$ cat config.mk
export PLATFORM = sky130hd
export DESIGN_NAME = pipeline_ctrl
export DESIGN_NICKNAME = d
export VERILOG_FILES = /design/src/rtl/pipeline_ctrl.sv
export SDC_FILE = /design/constraint.sdc
export NUM_CORES = 1
export LEC_CHECK = 0
export BUFFER_PORTS_ARGS = -buffer_cell sky130_fd_sc_hd__buf_2
export CORE_MARGIN = 8
export CORE_UTILIZATION = 49
export CTS_CLUSTER_SIZE = 40
export DETAILED_ROUTE_END_ITERATION = 6
export PLACE_DENSITY_LB_ADDON = 0.25
export SLEW_MARGIN = 25
export SYNTH_ARGS = -nofsm -noshare
export SYNTH_HDL_FRONTEND = slang
export SYNTH_SLANG_ARGS = --single-unit
$ cat constraint.sdc
create_clock -name clk -period 2.9 [get_ports clk]
set_clock_uncertainty 0.1 [all_clocks]
set_input_delay 0.58 -clock clk [delete_from_list [all_inputs] [get_ports clk]]
set_output_delay 0.58 -clock clk [all_outputs]
set_load 0.03 [all_outputs]
$ cat src/rtl/pipeline_ctrl.sv
// Stall/flush controller for the five-stage core.
// Merges stall requests and sequences exception/ERET redirects around IF bus traffic.
module pipeline_ctrl #(
    parameter logic [31:0] EXC_VECTOR = 32'hBFC00380
) (
    input  logic        clk,
    input  logic        rst,
    input  logic        stallreq_if,
    input  logic        stallreq_id,
    input  logic        stallreq_ex,
    input  logic        stallreq_mem,
    input  logic [31:0] mem_excepttype,
    input  logic [31:0] cp0_epc,
    input  logic        perf_clear,
    output logic [5:0]  stall,
    output logic        flush,
    output logic [31:0] new_pc,
    output logic        exc_pending,
    output logic [31:0] stall_cycles
);

    localparam logic [1:0] RUN   = 2'd0;
    localparam logic [1:0] HOLD  = 2'd1;
    localparam logic [1:0] FLUSH = 2'd2;

    localparam logic [31:0] ERET_CODE = 32'h0000000E;

    logic [1:0]  state_q;
    logic [1:0]  state_d;
    logic [31:0] pend_pc_q;
    logic [31:0] pend_pc_d;
    logic [31:0] stall_cnt;
    logic        exc_pending_q;
    logic        exc_valid;
    logic [31:0] exc_target;

    assign exc_valid  = |mem_excepttype;
    assign exc_target = (mem_excepttype == ERET_CODE) ? cp0_epc : EXC_VECTOR;

    always_comb begin
        state_d   = state_q;
        pend_pc_d = pend_pc_q;
        stall     = 6'b000000;
        flush     = 1'b0;
        new_pc    = 32'h0;
        if (rst) begin
            case (state_q)
                RUN: begin
                    if (exc_valid && !stallreq_if) begin
                        flush  = 1'b1;
                        new_pc = exc_target;
                    end else if (exc_valid) begin
                        // IF bus still busy: freeze everything until it drains
                        stall     = 6'b111111;
                        pend_pc_d = exc_target;
                        state_d   = HOLD;
                    end else if (stallreq_mem) begin
                        stall = 6'b011111;
                    end else if (stallreq_ex) begin
                        stall = 6'b001111;
                    end else if (stallreq_id) begin
                        stall = 6'b000111;
                    end else if (stallreq_if) begin
                        stall = 6'b000011;
                    end
                end
                HOLD: begin
                    stall = 6'b111111;
                    if (!stallreq_if) begin
                        state_d = FLUSH;
                    end
                end
                FLUSH: begin
                    flush   = 1'b1;
                    new_pc  = pend_pc_q;
                    state_d = RUN;
                end
                default: begin
                    state_d = RUN;
                end
            endcase
        end
    end

    always_ff @(posedge clk or negedge rst) begin
        if (!rst) begin
            state_q       <= RUN;
            pend_pc_q     <= 32'h0;
            exc_pending_q <= 1'b0;
        end else begin
            state_q       <= state_d;
            pend_pc_q     <= pend_pc_d;
            exc_pending_q <= (state_d == HOLD);
        end
    end

    always_ff @(posedge clk or negedge rst) begin
        if (!rst) begin
            stall_cnt <= 32'h0;
        end else if (perf_clear) begin
            stall_cnt <= 32'h0;
        end else if ((|stall) && (stall_cnt != 32'hFFFFFFFF)) begin
            stall_cnt <= stall_cnt + 32'd1;
        end
    end

    assign exc_pending  = exc_pending_q;
    assign stall_cycles = stall_cnt;

endmodule

# Word-level counts from Yosys, hierarchy flattened

Cells that the tools add are included.

Flip-flop bits (word level): 67
Input port bits: 71
Output and inout port bits: 72
Word-level logic and storage cells: 41

Add/subtract/negate cells: 1
Equality and inequality tests: 5
Muxes and demuxes: 22
Bitwise gates (word level): 1
Reduce and logical (&&, ||, !) cells: 8

Operator list:

| kind                  | count |
|---|---|
| $mux 32               | 5 |
| $pmux 32 s2           | 1 |
| $add 32x1->32 const B | 1 |
| $eq 32x4->1 const B   | 1 |
| $ne 32x32->1 const B  | 1 |
| $reduce_or 32->1      | 1 |
| $mux 6                | 3 |
| $pmux 6 s2            | 1 |
| $mux 2                | 5 |
| $reduce_or 6->1       | 1 |
| $mux 5                | 1 |
| $eq 2x1->1 const B    | 2 |
| $mux 4                | 1 |
| $pmux 2 s2            | 1 |
| $reduce_and 4->1      | 1 |
| $mux 3                | 1 |
| $eq 2x2->1 const B    | 1 |
| $logic_and 1x1->1     | 2 |
| $logic_not 2->1       | 1 |
| $mux 1                | 2 |
| $pmux 1 s2            | 1 |
| $reduce_bool 2->1     | 1 |
| $logic_not 1->1       | 1 |
| $not 1->1             | 1 |

# Longest topological paths before layout

Gate-level depths: netlist of the first run.

Depth in word-level cells: 12
Mapped depth: 8
Mapped depth without buffers: 7

# Worst setup path before layout of the first run

OpenSTA, ideal clock, no wires.

Path kind: input port to output port
From: input port mem_excepttype[21]
To: output port new_pc[0]
Arrival time: 2.467 ns
Required time: 2.220 ns
Path slack: -0.247 ns
Cell stages on the path: 7
Buffers on the path: 1
Path through: nor4_1 -> nand4_1 -> nor2_1 -> and4_1 -> clkbuf_1 -> nand2_1 -> o21ai_0

Cells in the longest elaborated chain, start to end: 5
Elaborated cells on any way between the ends: 7
Classes of those cells: 1 x eq/ne; 4 x mux; 2 x reduce/logical

RTL lines:

| item                                            | RTL line | text |
|---|---|---|
| start: declaration                              | 12       | `input logic [31:0] mem_excepttype,` |
| $eq 32x4->1 or $reduce_or 32->1 (tied branches) | 38, 37   |  |
| $mux 32 or $logic_and 1x1->1 (tied branches)    | 38, 49   |  |
| $mux 32 *                                       | 49       | `if (exc_valid && !stallreq_if) begin` |
| $pmux 32 s2 *                                   | 47       | `case (state_q)` |
| $mux 32 *                                       | 46       | `if (rst) begin` |
| end: declaration                                | 17       | `output logic [31:0] new_pc,` |

Every way passes the cells marked *; elsewhere a longest branch is shown, timed or not.

# Worst setup path in the final report of the first run

From: input port mem_excepttype[20]
To: output port stall[2]

Cells in the longest elaborated chain, start to end: 5
Elaborated cells on any way between the ends: 6
Classes of those cells: 4 x mux; 2 x reduce/logical

RTL lines:

| item                                        | RTL line | text |
|---|---|---|
| $reduce_or 32->1 *                          | 37       | `assign exc_valid = \|mem_excepttype;` |
| $mux 6 or $logic_and 1x1->1 (tied branches) | 52, 49   |  |
| $mux 6 *                                    | 49       |  |
| $pmux 6 s2 *                                | 47       |  |
| $mux 6 *                                    | 46       |  |
| end: declaration                            | 15       | `output logic [5:0] stall,` |

Marked as above.

==> impl_metrics.env, run 1 <==
export IMPL_status="finished, violations left"
export IMPL_violations="setup timing"
export IMPL_htree_levels=3
export IMPL_cts_buffers=9
export IMPL_r2r_slack_ps=350
export IMPL_drc=0
export IMPL_synthAdderAreaFrac=0.00337
export IMPL_cp_num_buf_inv=3
export IMPL_synth_cells=452
export IMPL_synth_cell_type_count=38
export IMPL_max_cap_viol_count=0
export IMPL_yosysSeqAreaShare=0.451
export IMPL_avgSynthCellArea_sq_um=8.22
export IMPL_synth_seq_cells=67
export IMPL_wl_per_cell_um=17.1
export IMPL_end_kind="primary output"
export IMPL_antenna_found_initial=0
export IMPL_fmax_ghz=0.331
export IMPL_cpLargestDelayFamily="simple AND/OR/NAND/NOR gates"
export IMPL_place_ws_ps=-111
export IMPL_row_count=31
export IMPL_cts_root_buf="clkbuf_8"
export IMPL_syn_num_nets=524
export IMPL_finalHoldViolCount=0
export IMPL_powerDensity_nw_per_um2=410
export IMPL_place_congestion=0.801
export IMPL_dr_pass1_iters=5
export IMPL_arrival_ps=2340
export IMPL_viasPerCell=5.55
export IMPL_synthesis_area_sq_um=3720
export IMPL_mostFrequentLayoutCells="buf_2, nand2_1, dfrtp_1, o21ai_0, buf_4"
export IMPL_die_h_um=103
export IMPL_cp_start_kind="input pin"
export IMPL_io_pins=143
export IMPL_p_int_mw=1.56
export IMPL_portBuffers=142
export IMPL_core_area_sq_um=7290
export IMPL_setup_viol=34
export IMPL_p_leak_nw=2.53
export IMPL_worstSetupPathType="input pin to primary output"
export IMPL_grt_max_degree=65
export IMPL_initial_core_util=0.510
export IMPL_swShare=0.291
export IMPL_synthMuxAreaShare=0.00909
export IMPL_final_period_utilization=1.04
export IMPL_r2r_cells=7
export IMPL_cts_sinks=67
export IMPL_clkTransAtPathRegs_ps=80
export IMPL_hp_class="input pin to asynchronous set/reset pin"
export IMPL_drv_slew=0
export IMPL_path_cells="buf_2, nor4_4, nand4_1, nor3b_4, buf_4, nor2b_1, o21a_1, a31o_2, buf_6"
export IMPL_cp_depth=9
export IMPL_rsz0062_at_grt="true"
export IMPL_slew_headroom=0.556
export IMPL_reg2reg_from="stall_cycles[0]$_DFFE_PN0P_"
export IMPL_dp_final_hpwl_mm=7.88
export IMPL_pwr_share_comb=0.178
export IMPL_min_period_ps=3020
export IMPL_grt_usage=0.213
export IMPL_p_seq_frac=0.470
export IMPL_fin_util=0.735
export IMPL_via_count=3956
export IMPL_worstSkewPairLatency_ps=340
export IMPL_timing_rr_end="stall_cycles[23]$_DFFE_PN0P_"
export IMPL_clockBufferDepth=2
export IMPL_grt_overflow=0
export IMPL_timing_final_ws_setup_ps=-122
export IMPL_place_area_sq_um=4600
export IMPL_yosysWarnings=0
export IMPL_power_frac_clock=0.352
export IMPL_power_total_mw=2.20
export IMPL_grt_pass1_vias=3913
export IMPL_crit_path_top_delay_cell="nor3b_4"
export IMPL_synth_compound_area_frac=0.149
export IMPL_synth_simple_gate_area_frac=0.313
export IMPL_irDropWorstVdd_mv=0.258
export IMPL_die_w_um=103
export IMPL_area_delta_synth_final_pct=44.3
export IMPL_tns_ps=-1460
export IMPL_cts_tree="yes"
export IMPL_diodes=0
export IMPL_layout_cells_most_common="buf_2"
export IMPL_nets=681
export IMPL_cp_max_fo=4
export IMPL_crit_path_max_incr_delay_ps=350
export IMPL_drive_above_1_share=0.417
export IMPL_antenna_left=0
export IMPL_grt_pass1_wl_mm=18.0
export IMPL_synth_xor_area_share=0.0401
export IMPL_p_sw_uw=639
export IMPL_tightest_slew_ps=666
export IMPL_synth_top_family_by_area="simple AND/OR/NAND/NOR gates"
export IMPL_drt_initial_drc_count=161
export IMPL_dieArea_sq_um=10600
export IMPL_worstPathRequired_ps=2220
export IMPL_drt_total_wl_mm=12.2
export IMPL_design_area_sq_um=5360
cell families (layout without fill, tap and decap cells):
logic type	Yosys count	in the layout
AND/OR/NAND/NOR	238	238
flip-flops	67	67
adder cells (fa/ha/maj)	1	1
buffers and inverters	29	191
AO/OA/AOI/OAI	97	97
multiplexers	3	3
XOR/XNOR	17	17
final cells by class:
cell class	instances	area, sq um
Fill cell	562	1930
Tap cell	99	124
Multi-Input combinational cell	356	2140
Clock buffer	11	141
Inverter	4	15.0
Timing Repair Buffer	171	1210
Clock inverter	5	52.6
Sequential cell	67	1680
layer usage:
layer  vias to the layer above  GRT usage  routed length (um)
met5                         -          0                   0
met4                         0     0.0912                 282
met3                        26     0.0466                 780
met2                       145      0.362                6350
met1                      1899      0.254                4780
li1                       1886          -                   -
repair_timing:
action,4_1_cts,5_1_grt
hold endpoints to repair,1,0
cloned,0,4
gates resized for setup,19,131
endpoints found under the setup margin,35,38
buffers inserted,5,6
hold buffers,1,0
pin swaps,4,18
cell usage after synthesis, drive strengths merged:
| cell | n | area share |
|---|---|---|
| o21bai | 1 | 0.0020 |
| inv | 4 | 0.0040 |
| and2 | 4 | 0.0067 |
| or4 | 6 | 0.012 |
| a21boi | 1 | 0.0020 |
| mux2 | 3 | 0.0091 |
| a31o | 1 | 0.0024 |
| nand4 | 13 | 0.024 |
| nor2b | 9 | 0.015 |
| and3 | 11 | 0.019 |
| and4 | 5 | 0.012 |
| or3 | 6 | 0.010 |
| nand2 | 99 | 0.10 |
| nand2b | 1 | 0.0017 |
| o31ai | 7 | 0.018 |
| or2 | 2 | 0.0034 |
| buf | 8 | 0.013 |
| dfrtp | 67 | 0.45 |
| xor2 | 13 | 0.031 |
| nor2 | 46 | 0.046 |
| o21ai | 71 | 0.096 |
| a41oi | 1 | 0.0074 |
| o21a | 3 | 0.0061 |
| a21oi | 12 | 0.016 |
| nand3 | 21 | 0.028 |
| nor4 | 8 | 0.020 |
| nor3b | 3 | 0.0088 |
| xnor2 | 4 | 0.0094 |
| nor3 | 4 | 0.0054 |
| clkbuf | 17 | 0.017 |
| ha | 1 | 0.0034 |
power groups by stage:
stage | combinational, mW | sequential [mW] | clock (mW)
2_1_floorplan | 0.186 | 1.05 | 0
3_3_place_gp | 0.322 | 1.04 | 0
3_5_place_dp | 0.331 | 1.04 | 0
4_1_cts | 0.338 | 1.03 | 0.790
5_1_grt | 0.427 | 1.04 | 0.825
6_report | 0.391 | 1.03 | 0.774
worst max path at each step:
stage / startpoint / end / slack (ps)
after floorplan: mem_excepttype[21] / new_pc[7] / -80
final: mem_excepttype[20] / stall[2] / -120
after global placement: mem_excepttype[21] / new_pc[14] / -5
after detailed placement: mem_excepttype[16] / stall[2] / -110
after global routing: mem_excepttype[20] / stall[2] / -210
after CTS: mem_excepttype[16] / new_pc[29] / -9
state kept, by name (all words and copies together) (netlist names):
name,flops
exc_pending,1
pend_pc_q,32
stall_cycles,32
state_q,2
stage by stage:
stage / hold slack (ps) / instances
2_1_floorplan: 184 / 452
3_3_place_gp: 293 / 682
3_5_place_dp: 295 / 682
4_1_cts: 221 / 704
5_1_grt: 252 / 713
6_report: 235 / 713
Note: power is estimated with default switching activity, not from simulation.
==> run 2: changes to the inputs <==
Settings changed: CTS_BUF_LIST set to sky130_fd_sc_hd__clkbuf_8 sky130_fd_sc_hd__clkbuf_16, CTS_CLUSTER_SIZE 40 to 16.
==> run 2 against run 1 <==
Compared with the run above: the run still ends with setup timing left; flip-flop and latch count is the same; combinational power is essentially flat; cell area is the same; count of clock-buffer cells in the layout shrank 1; non-clock buffer count is the same; worst hold slack gained 5.1 ps; total power shrank 0.25%; sequential power is essentially flat; first-iteration DRC count shrank 0.62%; wire length shrank 0.23%; cell count is the same; core utilization is the same; largest cell class unchanged; largest power group unchanged.
==> impl_metrics.env, run 2 (synthesis results as in run 1) <==
export IMPL_status="finished, violations left"
export IMPL_violations="setup timing"
export IMPL_mostFrequentLayoutCells="buf_2, nand2_1, dfrtp_1, o21ai_0, buf_4"
export IMPL_core_area_sq_um=7290
export IMPL_reg2reg_from="stall_cycles[0]$_DFFE_PN0P_"
export IMPL_dr_pass1_iters=4
export IMPL_multi_input_area_sq_um=2140
export IMPL_drc=0
export IMPL_drt_initial_drc_count=160
export IMPL_finalHoldViolCount=0
export IMPL_grt_overflow=0
export IMPL_initial_core_util=0.510
export IMPL_portBuffers=142
export IMPL_path_cells="buf_2, nor4_4, nand4_1, nor3b_4, buf_4, nor2b_1, o21a_1, a31o_2, buf_6"
export IMPL_layout_cells_most_common="buf_2"
export IMPL_crit_path_max_incr_delay_ps=350
export IMPL_slew_headroom=0.561
export IMPL_worstPathRequired_ps=2220
export IMPL_dp_final_hpwl_mm=7.88
export IMPL_regArea_sq_um=1680
export IMPL_area_delta_synth_final_pct=44.3
export IMPL_place_ws_ps=-111
export IMPL_timing_final_ws_setup_ps=-125
export IMPL_cpLargestDelayFamily="simple AND/OR/NAND/NOR gates"
export IMPL_cts_buffers=9
export IMPL_fmax_ghz=0.331
export IMPL_cts_root_buf="clkbuf_8"
export IMPL_cp_num_buf_inv=3
export IMPL_cp_start_kind="input pin"
export IMPL_min_period_ps=3030
export IMPL_setup_viol=34
export IMPL_antenna_left=0
export IMPL_tightest_slew_ps=659
export IMPL_antenna_found_initial=0
export IMPL_die_w_um=103
export IMPL_r2r_cells=7
export IMPL_arrival_ps=2350
export IMPL_row_count=31
export IMPL_grt_usage=0.213
export IMPL_io_pins=143
export IMPL_crit_path_top_delay_cell="nor3b_4"
export IMPL_cp_max_fo=4
export IMPL_via_count=3972
export IMPL_max_cap_viol_count=0
export IMPL_timing_rr_end="stall_cycles[23]$_DFFE_PN0P_"
export IMPL_rsz0062_at_grt="true"
export IMPL_cts_tree="yes"
export IMPL_htree_levels=3
export IMPL_drt_total_wl_mm=12.2
export IMPL_final_period_utilization=1.04
export IMPL_place_congestion=0.801
export IMPL_cts_sinks=67
export IMPL_viasPerCell=5.57
export IMPL_die_h_um=103
export IMPL_hp_class="input pin to asynchronous set/reset pin"
export IMPL_n_fill_cell=562
export IMPL_nets=681
export IMPL_end_kind="primary output"
export IMPL_drv_slew=0
export IMPL_p_leak_nw=2.53
export IMPL_dieArea_sq_um=10600
export IMPL_clockBufferDepth=2
export IMPL_grt_pass1_wl_mm=18.0
export IMPL_drive_above_1_share=0.417
export IMPL_diodes=0
export IMPL_clkTransAtPathRegs_ps=70
export IMPL_wl_per_cell_um=17.1
export IMPL_worstSkewPairLatency_ps=340
export IMPL_place_inst=682
export IMPL_grt_max_degree=65
export IMPL_grt_pass1_vias=3913
export IMPL_worstSetupPathType="input pin to primary output"
export IMPL_powerDensity_nw_per_um2=409
export IMPL_final_cells=713
export IMPL_r2r_slack_ps=360
export IMPL_startpoint="mem_excepttype[20]"
export IMPL_irDropWorstVdd_mv=0.258
==> run 2: worst max path at each step <==
stage	to	slack (ps)	depth (start not counted)
3_5_place_dp	stall[2]	-110	9
6_report	stall[2]	-130	9
4_1_cts	new_pc[29]	-9	9
3_3_place_gp	new_pc[14]	-5	9
5_1_grt	stall[2]	-210	9
2_1_floorplan	new_pc[7]	-80	7
==> run 2: timing repair <==
action / 4_1_cts / 5_1_grt
cloned: 0 / 4
resized for setup: 19 / 131
buffers inserted: 5 / 6
endpoints found under the hold margin: 1 / 0
endpoints found under the setup margin: 35 / 38
pin swaps: 4 / 18
hold buffers: 1 / 0
==> run 2: layer usage <==
layer,vias to the layer above,routed length [um],global-route usage
met3,32,849,0.0466
met4,0,348,0.0912
met1,1897,4650,0.254
li1,1885,-,-
met5,-,0,0
met2,158,6310,0.362
==> run 2: power by group <==
part	switching [mW]	internal, mW
combinational	0.241	0.150
clock	0.356	0.413
sequential	0.0398	0.992
total	0.637	1.56
==> run 2: final cells by class <==
cell class,instances,share of cell area
multi-input combinational,356,0.399
sequential,67,0.313
timing repair buffer,171,0.227
clock buffer,10,0.0257
tap,99,0.0231
clock inverter,6,0.0105
inverter,4,0.00280
==> run 2: per-stage QoR <==
step           TNS, ps  hold slack, ps  instance area, sq um  power (mW)  utilization
2_1_floorplan    -1460             184                  3730        1.23            -
3_3_place_gp     -4.58             293                  4600        1.37        0.631
3_5_place_dp     -1790             295                  4600        1.38        0.631
4_1_cts          -20.6             220                  4900        2.15        0.672
5_1_grt          -4730             252                  5360        2.28        0.735
6_report         -1480             240                  5360        2.19        0.735
